===== config.mk =====
export PLATFORM = sky130hd
export DESIGN_NAME = ean13_scan_ctrl
export DESIGN_NICKNAME = d
export VERILOG_FILES = /design/src/rtl/ean13_pkg.sv /design/src/rtl/ean13_checksum.sv /design/src/rtl/ean13_scan_ctrl.sv
export SDC_FILE = /design/constraint.sdc
export NUM_CORES = 1
export LEC_CHECK = 0
export CORE_MARGIN = 2
export CORE_UTILIZATION = 56
export DETAILED_ROUTE_END_ITERATION = 12
export PLACE_DENSITY = 0.88
export SYNTH_ARGS = -nofsm -noshare
export SYNTH_HDL_FRONTEND = slang
export SYNTH_SLANG_ARGS = --single-unit

===== constraint.sdc =====
create_clock -name iClk -period 18.9 [get_ports iClk]
set_input_delay 3.78 -clock iClk [delete_from_list [all_inputs] [get_ports iClk]]
set_output_delay 3.78 -clock iClk [all_outputs]
set_load 0.01 [all_outputs]

===== src/rtl/ean13_pkg.sv =====
// rtl/ean13_pkg.sv - shared constants, FSM state type and digit weighting for the EAN-13 confirmer
package ean13_pkg;

  localparam int EAN13_DIGITS = 13;
  localparam int CODE_W       = 52;

  typedef enum logic [1:0] {
    S_IDLE    = 2'd0,
    S_CHECK   = 2'd1,
    S_COMPARE = 2'd2,
    S_OUTPUT  = 2'd3
  } state_t;

  // Digit 0 is leftmost; odd positions carry weight 3, even positions weight 1.
  function automatic logic [1:0] digit_weight(input logic [3:0] idx);
    return idx[0] ? 2'd3 : 2'd1;
  endfunction

endpackage


===== src/rtl/ean13_checksum.sv =====
// rtl/ean13_checksum.sv - serial EAN-13 weighted checksum and BCD check, one digit per cycle
module ean13_checksum
  import ean13_pkg::*;
(
  input  logic              clk,
  input  logic              resetn,
  input  logic              start,
  input  logic [CODE_W-1:0] code,
  output logic              done,
  output logic              valid
);

  logic       run;
  logic [3:0] idx;
  logic [7:0] sum;
  logic       bad;
  logic [5:0] bit_pos;
  logic [3:0] digit;
  logic [7:0] sum_next;
  logic       bad_next;

  // Select the current digit and fold it into the running sum and BCD flag.
  always_comb begin
    bit_pos  = 6'd48 - {idx, 2'b00};
    digit    = code[bit_pos +: 4];
    sum_next = sum + ({4'd0, digit} * {6'd0, digit_weight(idx)});
    bad_next = bad | (digit > 4'd9);
  end

  // The last digit is folded in combinationally so the verdict is ready in the 13th cycle.
  assign done  = run && (idx == 4'(EAN13_DIGITS - 1));
  assign valid = !bad_next && ((sum_next % 8'd10) == 8'd0);

  // Step through digits 0..12; code is held stable by the caller while running.
  always_ff @(posedge clk) begin
    if (!resetn) begin
      run <= 1'b0;
      idx <= 4'd0;
      sum <= 8'd0;
      bad <= 1'b0;
    end else if (start) begin
      run <= 1'b1;
      idx <= 4'd0;
      sum <= 8'd0;
      bad <= 1'b0;
    end else if (run) begin
      sum <= sum_next;
      bad <= bad_next;
      if (done) run <= 1'b0;
      else      idx <= idx + 4'd1;
    end
  end

endmodule


===== src/rtl/ean13_scan_ctrl.sv =====
// rtl/ean13_scan_ctrl.sv - scan-line gating plus checksum, per-frame voting and hold-off of EAN-13 reads
module ean13_scan_ctrl
  import ean13_pkg::*;
#(
  parameter int H_ACTIVE      = 640,
  parameter int V_ACTIVE      = 480,
  parameter int SCAN_FIRST    = 16,
  parameter int SCAN_STEP     = 8,
  parameter int SCAN_LAST     = 464,
  parameter int CONFIRM_COUNT = 3,
  parameter int HOLD_FRAMES   = 30
) (
  input  logic              iClk,
  input  logic              iRstN,
  input  logic              iPixelSync,
  input  logic              iPixelActive,
  input  logic              iScanNewData,
  input  logic [CODE_W-1:0] iScanCode,
  output logic              oScanEnable,
  output logic [CODE_W-1:0] oCode,
  output logic              oCodeValid,
  input  logic              iCodeReady,
  output logic              oChecksumErr,
  output logic              oOverrun,
  output logic              oBusy
);

  if (H_ACTIVE < 1 || SCAN_STEP < 1 || SCAN_FIRST > SCAN_LAST || SCAN_LAST >= V_ACTIVE ||
      CONFIRM_COUNT < 1 || CONFIRM_COUNT > 15 || HOLD_FRAMES < 0 || HOLD_FRAMES > 255) begin : g_bad_params
    $error("ean13_scan_ctrl: parameter set out of range");
  end

  localparam logic [15:0] FIRST   = 16'(SCAN_FIRST);
  localparam logic [15:0] STEP    = 16'(SCAN_STEP);
  localparam logic [15:0] LAST    = 16'(SCAN_LAST);
  localparam logic [3:0]  CONFIRM = 4'(CONFIRM_COUNT);
  localparam logic [7:0]  HOLD    = 8'(HOLD_FRAMES);

  logic        frame_valid;
  logic        active_d;
  logic [15:0] line_cnt;
  logic [15:0] next_sel;
  logic [15:0] line_next;
  logic        line_fall;

  state_t            state;
  logic [CODE_W-1:0] cur_code;
  logic [CODE_W-1:0] cand;
  logic [CODE_W-1:0] last_code;
  logic [3:0]        count;
  logic [7:0]        hold;
  logic              chk_ok;
  logic              cs_done;
  logic              cs_valid;

  logic [CODE_W-1:0] cmp_cand;
  logic [3:0]        cmp_cnt;
  logic [3:0]        new_cnt;
  logic [7:0]        hold_eff;
  logic              suppress;
  logic              report;

  assign line_fall = active_d & ~iPixelActive;
  assign line_next = line_cnt + 16'd1;
  assign oBusy     = (state != S_IDLE);

  // Track the line index and decide, one line ahead, whether the scanner sees it.
  always_ff @(posedge iClk) begin
    if (!iRstN) begin
      frame_valid <= 1'b0;
      active_d    <= 1'b0;
      line_cnt    <= 16'd0;
      next_sel    <= 16'd0;
      oScanEnable <= 1'b0;
    end else begin
      active_d <= iPixelActive;
      if (iPixelSync) begin
        frame_valid <= 1'b1;
        line_cnt    <= 16'd0;
        if (FIRST == 16'd0) begin
          oScanEnable <= 1'b1;
          next_sel    <= STEP;
        end else begin
          oScanEnable <= 1'b0;
          next_sel    <= FIRST;
        end
      end else if (line_fall) begin
        line_cnt <= line_next;
        if (frame_valid && line_next == next_sel && line_next <= LAST) begin
          oScanEnable <= 1'b1;
          next_sel    <= next_sel + STEP;
        end else begin
          oScanEnable <= 1'b0;
        end
      end
    end
  end

  ean13_checksum u_checksum (
    .clk    (iClk),
    .resetn (iRstN),
    .start  ((state == S_IDLE) && iScanNewData),
    .code   (cur_code),
    .done   (cs_done),
    .valid  (cs_valid)
  );

  // Vote against the candidate as it will look after a coincident frame start.
  always_comb begin
    cmp_cand = iPixelSync ? '0 : cand;
    cmp_cnt  = iPixelSync ? 4'd0 : count;
    hold_eff = (iPixelSync && hold != 8'd0) ? hold - 8'd1 : hold;
    if (cur_code == cmp_cand) new_cnt = (cmp_cnt == 4'd15) ? 4'd15 : cmp_cnt + 4'd1;
    else                      new_cnt = 4'd1;
    suppress = (cur_code == last_code) && (hold_eff != 8'd0);
    report   = (new_cnt >= CONFIRM) && !suppress;
  end

  // Read acceptance, checksum wait, vote and downstream handshake.
  always_ff @(posedge iClk) begin
    if (!iRstN) begin
      state        <= S_IDLE;
      cur_code     <= '0;
      cand         <= '0;
      last_code    <= '0;
      count        <= 4'd0;
      hold         <= 8'd0;
      chk_ok       <= 1'b0;
      oCode        <= '0;
      oCodeValid   <= 1'b0;
      oChecksumErr <= 1'b0;
      oOverrun     <= 1'b0;
    end else begin
      oChecksumErr <= 1'b0;
      oOverrun     <= 1'b0;
      if (iPixelSync) begin
        cand  <= '0;
        count <= 4'd0;
        if (hold != 8'd0) hold <= hold - 8'd1;
      end
      case (state)
        S_IDLE: begin
          if (iScanNewData) begin
            cur_code <= iScanCode;
            state    <= S_CHECK;
          end
        end
        S_CHECK: begin
          if (iScanNewData) oOverrun <= 1'b1;
          if (cs_done) begin
            chk_ok       <= cs_valid;
            oChecksumErr <= !cs_valid;
            state        <= S_COMPARE;
          end
        end
        S_COMPARE: begin
          if (iScanNewData) oOverrun <= 1'b1;
          if (!chk_ok) begin
            state <= S_IDLE;
          end else begin
            cand  <= cur_code;
            count <= new_cnt;
            if (report) begin
              oCode      <= cur_code;
              oCodeValid <= 1'b1;
              state      <= S_OUTPUT;
            end else begin
              state <= S_IDLE;
            end
          end
        end
        S_OUTPUT: begin
          if (iScanNewData) oOverrun <= 1'b1;
          if (iCodeReady) begin
            last_code  <= oCode;
            hold       <= HOLD;
            count      <= 4'd0;
            oCodeValid <= 1'b0;
            state      <= S_IDLE;
          end
        end
        default: state <= S_IDLE;
      endcase
    end
  end

endmodule


==> impl_metrics.env <==
export IMPL_outcome="completed"
export IMPL_yosysUniqueCellTypes=80
export IMPL_internal_power_w=0.00104
export IMPL_reg2reg_slack_ns=11.48
export IMPL_clock_latency_ns=0.58
export IMPL_finalCritPeriodShare_pct=39.3
export IMPL_wl_um=38200
export IMPL_pwr_share_comb_pct=12.9
export IMPL_ios=115
export IMPL_p_sw_share_pct=27.3
export IMPL_hold_buffers=0
export IMPL_die_area_sq_um=26800
export IMPL_layout_min_cycle_time_ns=7.42
export IMPL_crit_end="oChecksumErr"
export IMPL_power_density_nw_per_um2=87.6
export IMPL_clk_pin_slew_worst_paths_ns=0.07
export IMPL_cts_setup_buffers=0
export IMPL_p_leak_nw=5.52
export IMPL_clk_path_buf_depth=3
export IMPL_antenna_found_initial=1
export IMPL_grt_pass1_vias=11600
export IMPL_synth_edff_count=0
export IMPL_portBuffers=114
export IMPL_fp_row_count=58
export IMPL_seqCellArea_sq_um=5450
export IMPL_numCtsBuffers=29
export IMPL_place_gp_congestion=0.965
export IMPL_worst_path_max_fanout=21
export IMPL_die_h_um=164
export IMPL_synth_area_per_cell_sq_um=8.48
export IMPL_synth_most_common_cell="dfxtp_1"
export IMPL_r2r_cells=25
export IMPL_worstSetupPathType="reg -> reg"
export IMPL_firstDrtPassIters=6
export IMPL_ant_nets=0
export IMPL_finalPower_w=0.00143
export IMPL_worstHoldPathType="reg -> reg"
export IMPL_r2r_start="u_checksum.idx[0]"
export IMPL_clock_fmax_mhz=135
export IMPL_utilization_pct=65.1
export IMPL_drcViolationCount=0
export IMPL_vias=12300
export IMPL_synth_commonest_cells="dfxtp_1 (272), nand2_1 (245), clkbuf_1 (115)"
export IMPL_final_hold_viol_count=0
export IMPL_clock_sinks=272
export IMPL_p_switching_w=0.000390
export IMPL_worst_slack_ns=11.48
export IMPL_via_per_inst=6.02
export IMPL_rsz0062_at_grt="no"
export IMPL_track_usage_pct=27.9
export IMPL_pre_cts_ws_ns=11.62
export IMPL_required_ns=19.35
export IMPL_finalSetupTns_ns=0
export IMPL_instances_no_fill=2044
export IMPL_first_iter_violations=1134
export IMPL_cts_resized=0
export IMPL_die_w_um=164
export IMPL_ys_ff_latch=272
export IMPL_timing_rr_end="oChecksumErr"
export IMPL_area_delta_synth_final_pct=14.5
export IMPL_clock_skew_ns=0.0198
export IMPL_crit_start="u_checksum.idx[0]"
export IMPL_setup_viol=0
export IMPL_core_sq_um=25100
export IMPL_root_buffer="clkbuf_16"
export IMPL_hp_start="u_checksum.bad"
export IMPL_syn_area_sq_um=14300
export IMPL_drive_gt1_share_pct=5.95
export IMPL_startpoint_type="flop"
export IMPL_slew_viol_final=0
export IMPL_pwr_share_seq_pct=44.0
export IMPL_grt_pass1_wl_um=60300
export IMPL_worst_pin_slew_ns=1.18
export IMPL_slew_headroom_pct=21.4
export IMPL_cts_tree="done"
export IMPL_start_util_pct=56.8
export IMPL_syn_num_nets=1761
export IMPL_yosys_warnings=0
export IMPL_grt_ovfl_total=0
export IMPL_synth_area_leaders="dfxtp_1 (38%), nand2_1 (6.4%), a21boi_0 (5.6%), nor2b_1 (5.0%), mux2i_1 (4.6%)"
export IMPL_pwr_share_clk_pct=43.1
export IMPL_wl_per_cell_um=18.7
export IMPL_hpwl_um=25600
export IMPL_nets=1768
export IMPL_seq_area_frac_synth_pct=38.2
export IMPL_yosys_area_top_type_share_pct=38.2
export IMPL_async_flop_share_pct=0
export IMPL_synth_top_area_cell="dfxtp_1"
export IMPL_dpl_cell_count=1989
export IMPL_synthFlopType="dfxtp_1"
export IMPL_cts_htree_levels=1
export IMPL_nFillCells=2012
export IMPL_multi_input_area_sq_um=8070
export IMPL_crit_path_end_kind="flop"
export IMPL_grt_max_degree=112
export IMPL_synthCells=1683
export IMPL_cp_arrival_ns=7.88
export IMPL_vdd_ir_drop_worst_mv=0.0741
export IMPL_drv_cap=0
## per-stage QoR
step / hold WS, ns / cell area (sq um)
2_1_floorplan: 0.429 / 14300
3_5_place_dp: 0.450 / 15300
6_report: 0.465 / 16300
3_3_place_gp: 0.441 / 15300
4_1_cts: 0.469 / 16300
5_1_grt: 0.491 / 16300
## cells by family (layout without fill, tap and decap cells)
kind of cell | after synthesis | in the layout | share of synthesized area (%)
xor+xnor | 109 | 109 | 6.89
flops | 272 | 272 | 38.2
other cells | 0 | 1 | 0
mux | 78 | 78 | 6.45
fa+ha+maj | 20 | 20 | 1.96
simple gates | 676 | 676 | 24.5
compound gates | 339 | 339 | 16.6
buf+inv | 189 | 219 | 5.41
## worst min-delay path by stage
| stage | to | depth (start not counted) |
|---|---|---|
| 6_report | u_checksum.bad | 2 |
| 5_1_grt | next_sel[15] | 1 |
| 4_1_cts | u_checksum.bad | 2 |
| 3_5_place_dp | next_sel[13] | 1 |
| 3_3_place_gp | u_checksum.bad | 2 |
| 2_1_floorplan | u_checksum.bad | 2 |
## routing by layer
layer | GRT usage [%] | part of all wire [%]
met1 | 36.4 | 42
met2 | 45.6 | 46
met3 | 4.42 | 7.4
met4 | 12.7 | 4.6
met5 | 0 | 0
## cell usage in the layout (no fill, tap or decap), types with 5 or more instances in the layout
| cell | instances |
|---|---|
| nand2_1 | 244 |
| nor4bb_1 | 16 |
| nor2b_1 | 114 |
| clkbuf_16 | 29 |
| nor2_1 | 95 |
| o21ai_0 | 33 |
| a31oi_1 | 25 |
| buf_4 | 10 |
| a311oi_1 | 5 |
| o32ai_1 | 16 |
| nor3_1 | 22 |
| dfxtp_1 | 272 |
| o21a_1 | 6 |
| nor4_1 | 21 |
| and2_1 | 19 |
| nand3_1 | 22 |
| mux2i_1 | 65 |
| or3_1 | 9 |
| nand4_1 | 20 |
| a211oi_1 | 5 |
| nor3b_1 | 39 |
| and3_1 | 10 |
| and4_1 | 5 |
| mux4_2 | 11 |
| nand2b_1 | 15 |
| clkbuf_8 | 7 |
| clkdlybuf4s50_1 | 112 |
| ha_1 | 16 |
| xnor2_1 | 54 |
| o22ai_1 | 6 |
| inv_1 | 43 |
| a21boi_0 | 107 |
| a21oi_1 | 89 |
| xor2_1 | 52 |
## state kept, by name (all words and copies together), names as in the netlist
name / cells
frame_valid: 1
last_code: 52
u_checksum.idx: 4
oOverrun: 1
cur_code: 52
hold: 8
u_checksum.run: 1
count: 4
oScanEnable: 1
oCode: 52
next_sel: 13
u_checksum.sum: 8
u_checksum.bad: 1
oChecksumErr: 1
line_cnt: 16
cand: 52
state: 2
chk_ok: 1
active_d: 1
oCodeValid: 1
## area by class of cell
| class | instances | share of cell area, % |
|---|---|---|
| tap | 330 | 2.53 |
| clock buffer | 39 | 5.10 |
| clock inverter | 15 | 1.32 |
| inverter | 43 | 0.988 |
| sequential | 272 | 33.3 |
| timing repair buffer | 122 | 7.32 |
| multi-input combinational | 1222 | 49.4 |
| antenna | 1 | 0.0153 |
## worst max-delay path, cell delays in order (launching register included)
cell      delay, ns
dfxtp_1        0.97
inv_1          0.26
ha_1           0.31
xnor2_1        0.66
nor2_1         0.09
a211oi_1       0.29
nor3_1         0.10
a31oi_1        0.16
a21oi_1        0.10
and2_1         0.23
fa_1           0.44
ha_1           0.25
fa_1           0.48
a211oi_4       0.40
nor2_1         0.16
xnor2_2        0.37
ha_1           0.27
inv_1          0.09
o31ai_1        0.24
nand2_1        0.08
o2111a_1       0.14
o41ai_1        0.38
nor2_1         0.10
xnor2_1        0.15
o221a_2        0.29
o31a_1         0.28
## power groups by stage
stage	combinational, W	clock, W	sequential [W]
2_1_floorplan	0.000150	0	0.000613
3_3_place_gp	0.000175	0	0.000640
3_5_place_dp	0.000181	0	0.000641
4_1_cts	0.000182	0.000623	0.000628
5_1_grt	0.000203	0.000647	0.000632
6_report	0.000185	0.000617	0.000630
Note: power is estimated with default switching activity, not from simulation.
